### config.mk
export PLATFORM = sky130hd
export DESIGN_NAME = iiitb_multi_icg
export DESIGN_NICKNAME = d
export VERILOG_FILES = /design/src/rtl/iiitb_icg_pkg.sv /design/src/rtl/iiitb_icg_cell.sv /design/src/rtl/iiitb_multi_icg.sv
export SDC_FILE = /design/constraint.sdc
export NUM_CORES = 1
export LEC_CHECK = 0
export BUFFER_PORTS_ARGS = -buffer_cell sky130_fd_sc_hd__buf_4
export CAP_MARGIN = 20
export CELL_PAD_IN_SITES_DETAIL_PLACEMENT = 2
export CELL_PAD_IN_SITES_GLOBAL_PLACEMENT = 2
export CORE_UTILIZATION = 34
export DETAILED_ROUTE_END_ITERATION = 7
export PLACE_DENSITY = 0.76
export SETUP_SLACK_MARGIN = 0.15
export SYNTH_ARGS = -nofsm -noshare
export SYNTH_HDL_FRONTEND = slang
export SYNTH_SLANG_ARGS = --single-unit
### constraint.sdc
create_clock -name clk -period 1.65 [get_ports clk]
set_input_delay 0.2475 -clock clk [delete_from_list [all_inputs] [get_ports clk]]
set_output_delay 0.2475 -clock clk [all_outputs]
set_load 0.01 [all_outputs]
### src/rtl/iiitb_icg_pkg.sv
// Shared types and helpers for the multi-channel clock-gating controller.
// Channel FSM encoding is fixed because ch_state exposes it directly.
package iiitb_icg_pkg;

  typedef enum logic [1:0] {
    ST_OFF  = 2'b00,
    ST_WAKE = 2'b01,
    ST_ON   = 2'b10,
    ST_IDLE = 2'b11
  } icg_state_t;

  function automatic int clog2(input int value);
    int r;
    r = 0;
    while ((1 << r) < value) begin
      r = r + 1;
    end
    return r;
  endfunction

  function automatic int max2(input int a, input int b);
    return (a > b) ? a : b;
  endfunction

endpackage

### src/rtl/iiitb_icg_cell.sv
// Glitch-free clock gate: enable is retimed on the falling edge and ANDed with clk,
// so the enable only moves while clk is low. rst clears the enable asynchronously.
module iiitb_icg_cell (
  input  logic clk,
  input  logic rst,
  input  logic en,
  output logic gclk
);

  logic en_neg;

  always_ff @(negedge clk or posedge rst) begin
    if (rst) begin
      en_neg <= 1'b0;
    end else begin
      en_neg <= en;
    end
  end

  assign gclk = clk & en_neg;

endmodule

### src/rtl/iiitb_multi_icg.sv
// Multi-channel clock-gating controller: per-channel OFF/WAKE/ON/IDLE FSM plus a gate cell.
// Optional macro ICG_STATS_EN adds stat_clr and per-channel gated_cnt (edges spent in OFF).
module iiitb_multi_icg
  import iiitb_icg_pkg::*;
#(
  parameter int NUM_CH      = 4,
  parameter int IDLE_CYCLES = 8,
  parameter int WAKE_CYCLES = 2,
  parameter int STAT_W      = 16
) (
  input  logic                     clk,
  input  logic                     rst,
  input  logic [NUM_CH-1:0]        ch_req,
  input  logic [NUM_CH-1:0]        ch_dis,
  output logic [NUM_CH-1:0]        gclk,
  output logic [NUM_CH-1:0]        ch_ack,
  output logic [2*NUM_CH-1:0]      ch_state
`ifdef ICG_STATS_EN
  ,
  input  logic                     stat_clr,
  output logic [STAT_W*NUM_CH-1:0] gated_cnt
`endif
);

  localparam int CW = clog2(max2(IDLE_CYCLES, WAKE_CYCLES) + 1);
  localparam logic [CW-1:0] WAKE_LAST = CW'(WAKE_CYCLES);
  localparam logic [CW-1:0] IDLE_LAST = CW'(IDLE_CYCLES - 1);
  localparam logic [CW-1:0] CNT_ONE   = CW'(1);

  if (NUM_CH < 1 || IDLE_CYCLES < 1 || WAKE_CYCLES < 1 || STAT_W < 1) begin : g_bad_params
    $error("iiitb_multi_icg: NUM_CH, IDLE_CYCLES, WAKE_CYCLES and STAT_W must all be >= 1");
  end

  // Wake/ack handshake: ch_req high (with ch_dis low) starts the clock; ch_ack rises once the
  // clock has run WAKE_CYCLES edges and stays high until the channel returns to OFF.
  for (genvar i = 0; i < NUM_CH; i++) begin : g_ch
    icg_state_t    state_q, state_d;
    logic [CW-1:0] wcnt_q, wcnt_d;
    logic [CW-1:0] icnt_q, icnt_d;
    logic          en_q, en_d;
    logic          ack_q, ack_d;

    always_ff @(posedge clk or posedge rst) begin
      if (rst) begin
        state_q <= ST_OFF;
        wcnt_q  <= '0;
        icnt_q  <= '0;
        en_q    <= 1'b0;
        ack_q   <= 1'b0;
      end else begin
        state_q <= state_d;
        wcnt_q  <= wcnt_d;
        icnt_q  <= icnt_d;
        en_q    <= en_d;
        ack_q   <= ack_d;
      end
    end

    always_comb begin
      state_d = state_q;
      wcnt_d  = wcnt_q;
      icnt_d  = icnt_q;
      if (ch_dis[i]) begin
        state_d = ST_OFF;
        wcnt_d  = '0;
        icnt_d  = '0;
      end else begin
        case (state_q)
          ST_OFF: begin
            if (ch_req[i]) begin
              state_d = ST_WAKE;
              wcnt_d  = CNT_ONE;
            end
          end
          ST_WAKE: begin
            // req is deliberately ignored here: a started wake always completes.
            if (wcnt_q >= WAKE_LAST) begin
              state_d = ST_ON;
              wcnt_d  = '0;
            end else if (wcnt_q != '1) begin
              wcnt_d = wcnt_q + CNT_ONE;
            end
          end
          ST_ON: begin
            if (!ch_req[i]) begin
              if (IDLE_CYCLES == 1) begin
                state_d = ST_OFF;
              end else begin
                state_d = ST_IDLE;
                icnt_d  = CNT_ONE;
              end
            end
          end
          ST_IDLE: begin
            if (ch_req[i]) begin
              state_d = ST_ON;
              icnt_d  = '0;
            end else if (icnt_q >= IDLE_LAST) begin
              state_d = ST_OFF;
              icnt_d  = '0;
            end else if (icnt_q != '1) begin
              icnt_d = icnt_q + CNT_ONE;
            end
          end
          default: begin
            state_d = ST_OFF;
            wcnt_d  = '0;
            icnt_d  = '0;
          end
        endcase
      end
    end

    // Enable and ack are registered from the next state so they change on the same edge.
    always_comb begin
      en_d  = (state_d != ST_OFF);
      ack_d = (state_d == ST_ON) || (state_d == ST_IDLE);
    end

    assign ch_ack[i]          = ack_q;
    assign ch_state[2*i +: 2] = state_q;

    iiitb_icg_cell u_cell (
      .clk  (clk),
      .rst  (rst),
      .en   (en_q),
      .gclk (gclk[i])
    );

`ifdef ICG_STATS_EN
    logic [STAT_W-1:0] gcnt_q;

    always_ff @(posedge clk or posedge rst) begin
      if (rst) begin
        gcnt_q <= '0;
      end else if (stat_clr) begin
        gcnt_q <= '0;
      end else if (state_q == ST_OFF && gcnt_q != '1) begin
        gcnt_q <= gcnt_q + STAT_W'(1);
      end
    end

    assign gated_cnt[STAT_W*i +: STAT_W] = gcnt_q;
`endif
  end

endmodule

Word level (Yosys, flattened, before mapping)
Index checks and enable logic that the tools add are counted.

storage, ports and cells
  register bits after elaboration = 52
  bits of input ports = 10
  output and inout bits = 16
  logic and storage cells = 188

operators by class
  $add $sub $neg = 8
  $lt $le $gt $ge = 8
  equality and inequality tests = 44
  muxes and demuxes = 72
  bitwise operators = 4
  reduce and logical (&&, ||, !) cells = 28

operator list
  cell                 count
  $mux 4               36
  $pmux 4 s2           8
  $mux 2               24
  $ne 4x4->1 const B   12
  $add 4x1->4 const B  8
  $eq 2x2->1 const B   16
  $pmux 2 s4           4
  $ne 3x3->1 const B   8
  $reduce_and 3->1     8
  $reduce_bool 3->1    8
  $ne 5x5->1 const B   4
  $ge 4x2->1 const B   4
  $ge 4x3->1 const B   4
  $eq 2x1->1 const B   4
  $logic_not 2->1      4
  $reduce_bool 2->1    4
  $and 1x1->1          4
  $logic_or 1x1->1     4

Longest topological paths before layout
  depth in word-level cells = 7
  mapped depth = 5
  gate-level depth less buffers = 5

Cells and area by module
From an unflattened synthesis, not the netlist that was laid out.

unflattened totals
  cells, all modules = 246
  area total of the unflattened synthesis = 2572.5 µm²

by module, submodules not included
  module           times used  cells each  area an instance (µm²)  seq. area each (µm²)
  iiitb_multi_icg  1           234         2432.3                  1201.2
  iiitb_icg_cell   4           3           35.0                    25.0

==> results.md <==
- The floorplan die width is 89.5 um.
- The DRC violation total after the first TritonRoute iteration is 43.
- The count of state elements after synthesis is 52.
- For this design the static power due to leakage is 1.55 nW.
- Leaving out fill and tap cells, the most frequent cells in the layout are sky130_fd_sc_hd__dfrtp_1, sky130_fd_sc_hd__buf_4, sky130_fd_sc_hd__a21oi_1.
- The cell at the slowest stage of the critical path is sky130_fd_sc_hd__dfrtn_1.
- The total overflow left after global routing is 0.
- Setup violations remaining at the end of the flow were counted as 8.
- The area taken by multi-input logic gates is 1260 sq um.
- The placed wire-length estimate after detailed placement is 4.45 mm.
- Counting buffers and inverters, the worst setup path is 2 cells deep.
- The synthesis-to-layout area growth is 26.7%.
- The area enclosed by the die boundary is 8010 sq um.
- The tool flagged a number of max-cap violations equal to 0.
- Setup total negative slack on the finished layout was measured at -1.88 ns.
- The minimum hold slack is 0.0687 ns.
- Counting every net in the synthesized netlist gives 269.
- Of the synthesized area, sequential elements account for 0.500.
- The global-route usage over all layers is 0.184.
- The worst-case register-to-register setup slack is 0 ns.
- The final max-slew violation count came to 0.
- The via-per-instance ratio is 5.29.
- The final instance area is 3300 sq um.
- In the synthesized netlist the async set-or-reset flop fraction comes to 1.00.
- The type of the most critical hold path is input port to flip-flop.
- The sequential cell area is 1300 sq um.
- The highest fanout seen on the critical path is 1.
- Fill cells in the final layout number 771.
- The total power draw is 3.14 mW.
- The count of boundary I/O pins is 26.
- The required time reported for the critical path endpoint is 1.40 ns.
- Of the post-synthesis cell area, the dominant cell type holds 0.462.
- The CTS tree is done.
- The synthesized design contains 0 enable-type register cells.
- Sorting the synthesized cells by area gives the leading types as sky130_fd_sc_hd__dfrtp_1, sky130_fd_sc_hd__ha_1, sky130_fd_sc_hd__a21oi_1.
- The core region is 7330 sq um.
- For this configuration, the core starts out at a cell density of 0.355.
- The final hold violation count is 0.
- The normalized max-slew margin is 0.663.
- The maximum number of pins on one net before global-route repair is 29.
- Counting instances, the worst hold path has a depth of 2.
- The top cell type by total area after synthesis is sky130_fd_sc_hd__dfrtp_1.
- The ratio of cells with drive above 1 in the final layout is 0.326.
- The leading cell type in the layout, fill and taps excluded is sky130_fd_sc_hd__dfrtp_1.
- The clock latency on the worst-skew pair is 0.42 ns.
- The final wirelength is 6.64 mm.
- The number of warnings printed during yosys synthesis is 0.
- The total power density per cell area is 953 nW/um^2.
- The number of cells traversed by the worst register-to-register path is 4.
- The final routed wire length divided by cell count is 17.0 um.
- The via count is 2064.
- The number of nets in the final layout is 312.
- VDD sags by at most 299 uV.
- The sort of element at the end of the critical path is an output port.
- The final reports fail on setup timing.
- The average instance in the mapped netlist occupies 10.5 sq um.
- Measured along the y axis, the die boundary spans 89.5 um.
- STA puts the critical path data arrival time at 1.88 ns.
- For this run, the slowest stage of the critical path takes 0.40 ns.
- The via count of the first global-routing pass is 2260.
- The number of cell rows is 31.
- The wire length of the first global-routing pass is 10.8 mm.
- The number of remaining DRC errors is 0.
- The critical path launch point type is a flip-flop.
- The distinct cell type count of the synthesized netlist is 40.
- The type of the worst setup path is flip-flop to output port.
- Setup repair after global routing could not meet its margin everywhere.
- The count of mapped cells out of synthesis is 247.
- The leading register cell type out of synthesis is sky130_fd_sc_hd__dfrtp_1.
- The kind of cell adding the most delay to the critical path is flip-flops.
- Traced cell by cell, the critical path runs through and2_4 -> buf_6.
- The setup skew after layout is 0.0161 ns.
- The final RePlAce weighted congestion is 0.745.
- The number of antenna violations at the first check in global routing is 0.
- In this run the cell area measured after placement is 2950 sq um.
- Clock-pin slew was measured on the worst setup and hold paths at 0.10 ns.
- The detail route stage leaves a number of antenna-violating nets equal to 0.
- The run finished, with violations left.
- At the pin with the least slew margin, the transition time is 0.499 ns.
- The first detailed-routing pass took 3 iterations.
- Summing every instance area after synthesis gives 2600 sq um.
- Counting both buffers and inverters, the worst setup path holds a total of 1.
- In the post-route analysis, the smallest setup slack over all paths is -0.479 ns.
- During placement, the flow inserted port buffers numbering 25.
- The number of antenna cells inserted is 0.
[routing by layer]
layer  track usage  wire [um]
met1         0.207       2900
met2         0.310       3390
met3        0.0609        187
met4        0.0952        160
met5             0          0
[state kept, by name, summed over array words and instances, names as in the netlist]
register and flops:
g_ch.u_cell.en_neg 4, g_ch.wcnt_q 16, g_ch.en_q 4, g_ch.ack_q 4, g_ch.state_q 8, g_ch.icnt_q 16
[power breakdown]
group	total (mW)	internal (mW)	switching (mW)
clock network	1.29	0.710	0.579
logic	0.462	0.223	0.239
registers	1.39	1.33	0.0571
[cells by family after synthesis]
| logic type | count (synthesis) | share of synthesized area |
|---|---|---|
| buf+inv | 32 | 0.0587 |
| compound gates | 67 | 0.180 |
| xor+xnor | 2 | 0.00673 |
| flops | 52 | 0.500 |
| simple gates | 82 | 0.197 |
| fa+ha+maj | 12 | 0.0577 |
[per-stage QoR]
stage	cells	worst slack (ns)	utilization
after floorplan	247	0.00655	-
after global placement	371	0.00269	0.402
after detailed placement	371	-0.0193	0.402
after CTS	387	-0.488	0.437
after global routing	390	-0.524	0.450
final	390	-0.479	0.450
[final cells by class]
class                      instances  share of cell area
sequential                        52               0.395
tap                               99              0.0376
inverter                          15              0.0182
timing repair buffer              45               0.106
multi-input combinational        163               0.383
clock buffer                      16              0.0607
[path summary, 6_finish.rpt]
| kind | end | from |
|---|---|---|
| min reg2reg | g_ch[2].icnt_q[2]$_DFFE_PP0P_ | g_ch[2].icnt_q[3]$_DFFE_PP0P_ |
| min | g_ch[0].wcnt_q[0]$_DFFE_PP0P_ | ch_dis[0] |
| max | gclk[2] | g_ch[2].u_cell.en_neg$_DFF_NP0_ |
| max reg2reg | g_ch[1].wcnt_q[0]$_DFFE_PP0P_ | g_ch[1].wcnt_q[1]$_DFFE_PP0P_ |
| max in group asynchronous | g_ch[1].u_cell.en_neg$_DFF_NP0_ | rst |
| min in group asynchronous | g_ch[3].icnt_q[2]$_DFFE_PP0P_ | rst |
[synth_stat cells (4+ instances only)]
master / n
sky130_fd_sc_hd__inv_1: 15
sky130_fd_sc_hd__dfrtn_1: 4
sky130_fd_sc_hd__nor3_1: 18
sky130_fd_sc_hd__nand2b_1: 13
sky130_fd_sc_hd__nor2_1: 5
sky130_fd_sc_hd__a22o_1: 5
sky130_fd_sc_hd__nor4bb_1: 5
sky130_fd_sc_hd__a21oi_1: 27
sky130_fd_sc_hd__ha_1: 12
sky130_fd_sc_hd__o21ai_0: 6
sky130_fd_sc_hd__a32o_1: 8
sky130_fd_sc_hd__nand2_1: 10
sky130_fd_sc_hd__and2_1: 7
sky130_fd_sc_hd__clkbuf_1: 7
sky130_fd_sc_hd__buf_4: 8
sky130_fd_sc_hd__a211oi_1: 4
sky130_fd_sc_hd__dfrtp_1: 48
sky130_fd_sc_hd__and3_1: 5
[timing repair]
item | in CTS | in global routing
resized for setup | 19 | 16
pin swaps | 12 | 8
hold buffers | 1 | 0
endpoints found under the hold margin | 6 | 0
setup buffers | 3 | 3
setup endpoints to repair | 19 | 25
No activity file was read; power rests on OpenSTA's default activity.
